<file path="config.mk">
export PLATFORM = sky130hd
export DESIGN_NAME = adc_sample_sink
export DESIGN_NICKNAME = d
export VERILOG_FILES = /design/src/rtl/adc_sample_sink.sv
export SDC_FILE = /design/constraint.sdc
export NUM_CORES = 1
export LEC_CHECK = 0
export ABC_AREA = 1
export CORE_MARGIN = 1
export CORE_UTILIZATION = 50
export CTS_CLUSTER_SIZE = 40
export DETAILED_ROUTE_END_ITERATION = 16
export HOLD_SLACK_MARGIN = 0.08
export PLACE_DENSITY = 0.81
export SYNTH_ARGS = -nofsm -noshare
export SYNTH_HDL_FRONTEND = slang
export SYNTH_SLANG_ARGS = --single-unit
</file>
<file path="constraint.sdc">
create_clock -name clk -period 2.35 [get_ports clk]
set_clock_uncertainty 0.15 [all_clocks]
set_input_delay 0.47 -clock clk [delete_from_list [all_inputs] [get_ports clk]]
set_output_delay 0.47 -clock clk [all_outputs]
set_load 0.01 [all_outputs]
</file>
<file path="src/rtl/adc_sample_sink.sv">
// adc_sample_sink: captures SAR ADC results on each end-of-conversion rise into a
// first-word-fall-through FIFO and streams them out on a valid/ready interface.
// Overflow is tracked by a sticky flag and a saturating drop counter.
// Optional build macro ADC_SINK_TSTAMP_EN: stores a free-running timestamp with
// every sample and presents it on m_tstamp alongside m_data.
module adc_sample_sink #(
    parameter int NUM_BITS = 4,
    parameter int DEPTH    = 8,
    parameter int DROP_W   = 8,
    parameter int TS_W     = 16
) (
    input  logic                   clk,
    input  logic                   rst_n,
    input  logic [NUM_BITS-1:0]    adc_d_out,
    input  logic                   adc_eoc,
    input  logic                   enable,
    input  logic                   flush,
    input  logic                   clear_stat,
    output logic [NUM_BITS-1:0]    m_data,
    output logic                   m_valid,
    input  logic                   m_ready,
    output logic [$clog2(DEPTH):0] fifo_level,
    output logic                   overflow,
    output logic [DROP_W-1:0]      drop_cnt
`ifdef ADC_SINK_TSTAMP_EN
    ,
    output logic [TS_W-1:0]        m_tstamp
`endif
);
    localparam int PTR_W = $clog2(DEPTH);
    localparam int LVL_W = PTR_W + 1;
`ifdef ADC_SINK_TSTAMP_EN
    localparam int ENT_W = TS_W + NUM_BITS;
`else
    localparam int ENT_W = NUM_BITS;
`endif
    localparam logic [LVL_W-1:0]  LVL_FULL = LVL_W'(DEPTH);
    localparam logic [LVL_W-1:0]  LVL_ONE  = LVL_W'(1);
    localparam logic [LVL_W-1:0]  LVL_ZERO = {LVL_W{1'b0}};
    localparam logic [PTR_W-1:0]  PTR_ONE  = PTR_W'(1);
    localparam logic [PTR_W-1:0]  PTR_ZERO = {PTR_W{1'b0}};
    localparam logic [DROP_W-1:0] DROP_MAX = {DROP_W{1'b1}};
    localparam logic [DROP_W-1:0] DROP_ONE = DROP_W'(1);

    logic                r_eoc_q;
    logic [ENT_W-1:0]    r_mem [DEPTH];
    logic [PTR_W-1:0]    r_wr_ptr;
    logic [PTR_W-1:0]    r_rd_ptr;
    logic [LVL_W-1:0]    r_level;
    logic [ENT_W-1:0]    r_head;
    logic                r_valid;
    logic                r_overflow;
    logic [DROP_W-1:0]   r_drop_cnt;

    logic                w_rise;
    logic                w_push_req;
    logic                w_full;
    logic                w_pop;
    logic                w_push;
    logic                w_drop;
    logic [PTR_W-1:0]    w_wr_nxt;
    logic [PTR_W-1:0]    w_rd_nxt;
    logic [LVL_W-1:0]    w_level_nxt;
    logic [ENT_W-1:0]    w_entry;
    logic [ENT_W-1:0]    w_head_nxt;
    logic                w_ovf_nxt;
    logic [DROP_W-1:0]   w_drop_nxt;

`ifdef ADC_SINK_TSTAMP_EN
    logic [TS_W-1:0]     r_ts;

    // Free-running timestamp sampled into each captured entry
    always_ff @(posedge clk or negedge rst_n) begin
        if (!rst_n) begin
            r_ts <= {TS_W{1'b0}};
        end else begin
            r_ts <= r_ts + TS_W'(1);
        end
    end

    assign w_entry  = {r_ts, adc_d_out};
    assign m_tstamp = r_head[ENT_W-1:NUM_BITS];
`else
    assign w_entry  = adc_d_out;
`endif

    // Edge detect on EOC and resolve push/pop/drop; flush overrides everything
    always_comb begin
        w_rise     = adc_eoc & ~r_eoc_q;
        w_push_req = w_rise & enable;
        w_full     = (r_level == LVL_FULL);
        w_pop      = r_valid & m_ready;
        w_push     = 1'b0;
        w_drop     = 1'b0;
        if (flush) begin
            w_push = 1'b0;
            w_drop = 1'b0;
        end else begin
            // at full, a same-cycle pop frees the slot the new sample needs
            w_push = w_push_req & (~w_full | w_pop);
            w_drop = w_push_req & w_full & ~w_pop;
        end
    end

    // Next pointers and occupancy
    always_comb begin
        w_wr_nxt    = r_wr_ptr;
        w_rd_nxt    = r_rd_ptr;
        w_level_nxt = r_level;
        if (flush) begin
            w_wr_nxt    = PTR_ZERO;
            w_rd_nxt    = PTR_ZERO;
            w_level_nxt = LVL_ZERO;
        end else begin
            if (w_push) begin
                w_wr_nxt = r_wr_ptr + PTR_ONE;
            end else begin
                w_wr_nxt = r_wr_ptr;
            end
            if (w_pop) begin
                w_rd_nxt = r_rd_ptr + PTR_ONE;
            end else begin
                w_rd_nxt = r_rd_ptr;
            end
            if (w_push && !w_pop) begin
                w_level_nxt = r_level + LVL_ONE;
            end else if (w_pop && !w_push) begin
                w_level_nxt = r_level - LVL_ONE;
            end else begin
                w_level_nxt = r_level;
            end
        end
    end

    // Head-of-queue value for next cycle; the incoming sample bypasses storage
    // when it lands directly in the head slot so latency stays at one cycle
    always_comb begin
        w_head_nxt = r_head;
        if (w_level_nxt == LVL_ZERO) begin
            w_head_nxt = r_head;
        end else if (w_push && (r_wr_ptr == w_rd_nxt)) begin
            w_head_nxt = w_entry;
        end else begin
            w_head_nxt = r_mem[w_rd_nxt];
        end
    end

    // Overflow statistics; a clear coinciding with a drop leaves a count of one
    always_comb begin
        w_ovf_nxt  = r_overflow;
        w_drop_nxt = r_drop_cnt;
        if (clear_stat) begin
            w_ovf_nxt = w_drop;
            if (w_drop) begin
                w_drop_nxt = DROP_ONE;
            end else begin
                w_drop_nxt = {DROP_W{1'b0}};
            end
        end else if (w_drop) begin
            w_ovf_nxt = 1'b1;
            if (r_drop_cnt == DROP_MAX) begin
                w_drop_nxt = r_drop_cnt;
            end else begin
                w_drop_nxt = r_drop_cnt + DROP_ONE;
            end
        end else begin
            w_ovf_nxt  = r_overflow;
            w_drop_nxt = r_drop_cnt;
        end
    end

    // Sample storage; entries are qualified by the level so no reset is needed
    always_ff @(posedge clk) begin
        if (w_push) begin
            r_mem[r_wr_ptr] <= w_entry;
        end
    end

    // Control, output and statistics registers
    always_ff @(posedge clk or negedge rst_n) begin
        if (!rst_n) begin
            r_eoc_q    <= 1'b0;
            r_wr_ptr   <= PTR_ZERO;
            r_rd_ptr   <= PTR_ZERO;
            r_level    <= LVL_ZERO;
            r_head     <= {ENT_W{1'b0}};
            r_valid    <= 1'b0;
            r_overflow <= 1'b0;
            r_drop_cnt <= {DROP_W{1'b0}};
        end else begin
            r_eoc_q    <= adc_eoc;
            r_wr_ptr   <= w_wr_nxt;
            r_rd_ptr   <= w_rd_nxt;
            r_level    <= w_level_nxt;
            r_head     <= w_head_nxt;
            r_valid    <= (w_level_nxt != LVL_ZERO);
            r_overflow <= w_ovf_nxt;
            r_drop_cnt <= w_drop_nxt;
        end
    end

    assign m_data     = r_head[NUM_BITS-1:0];
    assign m_valid    = r_valid;
    assign fifo_level = r_level;
    assign overflow   = r_overflow;
    assign drop_cnt   = r_drop_cnt;

endmodule

</file>
==> results of run 1 <==
[per-layer routing]
layer	global-route usage (%)	vias to the layer above
met5	0	-
met4	12.5	0
met3	7.66	13
met2	37.4	87
met1	32.9	1197
li1	-	1245
[worst paths after layout]
check | startpoint | endpoint | slack [ns] | cells past startpoint
min in group clk | overflow | overflow | 0.37 | 2
worst max-delay path | fifo_level[0] | drop_cnt[4] | 0.22 | 9
worst max register to register | fifo_level[0] | drop_cnt[4] | 0.22 | 9
worst min register to register | overflow | overflow | 0.37 | 2
max in group asynchronous | rst_n | drop_cnt[4] | 1.44 | 2
worst min-delay path | rst_n | drop_cnt[7] | 0.34 | 2
[worst max-delay path, stage by stage, from the launching register on]
cell,delay (ns)
dfrtp_1,0.44
inv_1,0.14
ha_1,0.17
nand3_2,0.15
nor2_4,0.16
nand3_1,0.15
nand2_1,0.10
nand2_2,0.09
o21ai_0,0.32
a22oi_1,0.11
[sequential cells by signal, summed over array words and instances (netlist names)]
register / count
drop_cnt: 8
m_data: 4
r_wr_ptr: 3
fifo_level: 4
m_valid: 1
r_eoc_q: 1
r_rd_ptr: 3
overflow: 1
r_mem: 32
[power by group through the flow]
stage          Sequential, uW  Clock [uW]  Combinational, uW
2_1_floorplan            1250           0                483
6_report                 1220         835                861
3_5_place_dp             1230           0                855
3_3_place_gp             1230           0                834
4_1_cts                  1220         851                862
5_1_grt                  1220         917                957
[logic make-up (layout without fill, tap and decap cells)]
logic type,count (synthesis),count (layout),synth area share (%)
AOI/OAI and AO/OA,20,20,3.54
xor gates and xnor gates,2,2,0.583
adders and majority gates,6,6,2.50
buffers and inverters,77,138,10.3
DFF,57,57,52.8
and+or+nand+nor,180,180,30.3
[metrics by stage]
step / cell area (um2) / setup WS (ns) / power [uW] / cells / utilization (%)
6_report: 3710 / 0.223 / 2910 / 475 / 65.7
5_1_grt: 3710 / 0.0538 / 3100 / 475 / 65.7
4_1_cts: 3710 / 0.212 / 2930 / 475 / 65.7
3_5_place_dp: 3530 / -0.0790 / 2090 / 460 / 62.6
3_3_place_gp: 3530 / -0.0502 / 2070 / 460 / 62.6
2_1_floorplan: 3010 / 0.325 / 1730 / 342 / -
[cell type report]
| class | count | area [um2] |
|---|---|---|
| fillers | 450 | 1930 |
| clock buffers | 9 | 124 |
| repair buffers | 54 | 488 |
| well taps | 72 | 90.1 |
| clock inverters | 6 | 50.0 |
| multi-input cells | 208 | 1110 |
| inverters | 69 | 259 |
| flip-flops and latches | 57 | 1590 |
[cell usage in the layout, fill, tap and decap left out, types with 13 or more instances in the layout]
cell	netlist	layout
nand2_1	67	67
inv_1	65	65
nand3_1	56	56
edfxtp_1	32	32
clkdlybuf4s50_1	0	28
dfrtp_1	25	25
buf_4	1	25
nand4_1	21	21
nor2_1	13	13
==> results.txt, run 1 <==
die extent in x = 79.5 um
area leader, netlist = edfxtp_1
sequential share of the synthesized area = 52.8%
vias in the first global route = 2,469
CTS buffer count = 9
H-tree depth = 3
Rel. slew slack = 71.1%
Die Y = 79.5 um
WL met2 = 3360 um
count of final hold-check violations = 0
Reg power frac = 41.8%
P_int = 1980 uW
worst path arrival time = 2.16 ns
DRT Wirelength = 6810 um
Synth Cell Area = 3010 um2
CTS Sinks = 57
TNS Setup = 0 ns
Pleak = 0.00170 uW
DRT iter0 DRCs = 257
Highest Signal Layer = met4
number of synthesized flops with an enable pin = 32
core box area = 5640 um2
Vias = 2,542
Clock Path Buffers = 2
Total Nets Final = 416
share of cells above drive strength 1 = 14.4%
WL/cell = 14.3 um
Ys Warns = 0
RePlAce Congestion = 0.870
PostCTS Resize Cnt = 0
Mapped Nets = 359
HP Class = in2async
Distinct cells, synth = 29
worst path required time = 2.39 ns
maximum vdd ir drop = 0.000490 V
root buffer cell = clkbuf_8
outcome = finished clean
Starting Density = 53.3%
Crit Path Class = reg2reg
Top-Level Pins = 29
antenna-violating nets left = 0
startpoint types = flop
initial antenna violation count = 0
remaining global-route overflow = 0
Post-synth top cells = 67 x nand2_1, 65 x inv_1, 56 x nand3_1
port buffer count = 28
power density cells = 785 nW/um2
cells after synthesis = 342
ratio of final minimum period to clock period = 90.5%
Die Footprint = 6330 um2
Overall Global Routing Usage = 25.1%
worst-margin pin slew = 0.432 ns
Via density = 5.35
Slew Limit Fails = 0
Logic pwr share = 29.6%
Tmin final = 2.13 ns
f_max = 0.470 GHz
synthesized flop and latch total = 57
CTS tree = done
ys flop type = edfxtp_1
met3 WL = 384 um
worst skew pair latency = 0.33 ns
most common cell in the netlist = nand2_1
clock network fraction of design power = 28.7%
hpwl dp = 5020 um
Synth area leaders = edfxtp_1 32%, dfrtp_1 21%, nand3_1 9.3%, nand2_1 8.4%, inv_1 8.1%
unrepaired setup endpoints after global routing = false
pin count of the biggest net entering global routing = 26
CP Capture Type = flop
Metal-1 WL = 2930 um
Avg Cell Area, Syn = 8.79 um2
post-CTS setup buffer count = 0
CTS clk-pin slew, worst paths = 0.06 ns
Synth async-reset ratio = 43.9%
wire length of the first global-routing pass = 11,700 um
max-cap violations = 0
DRC = 0
crit path max fanout = 7
hold buffer count at CTS = 0
Row Count = 27
DRT Pass-1 Iters = 4
sw frac = 32.1%
NetSw = 936 uW
n_diodes = 0
WHS = 0.345 ns
P&R area growth vs syn = 23.4%
share of the synthesized area in the top cell type = 32.0%
Setup-failing EPs final = 0
Power figures use the tool's default switching activity.
==> run 2: changes to the inputs <==
--- a/config.mk
+++ b/config.mk
@@ -6,6 +6,7 @@
 export NUM_CORES = 1
 export LEC_CHECK = 0
 export ABC_AREA = 1
+export ABC_CLOCK_PERIOD_IN_PS = 2350
 export CORE_MARGIN = 1
 export CORE_UTILIZATION = 50
 export CTS_CLUSTER_SIZE = 40
==> results of run 2 <==
The final DEF is identical to that of run 1; final timing and power are the same.
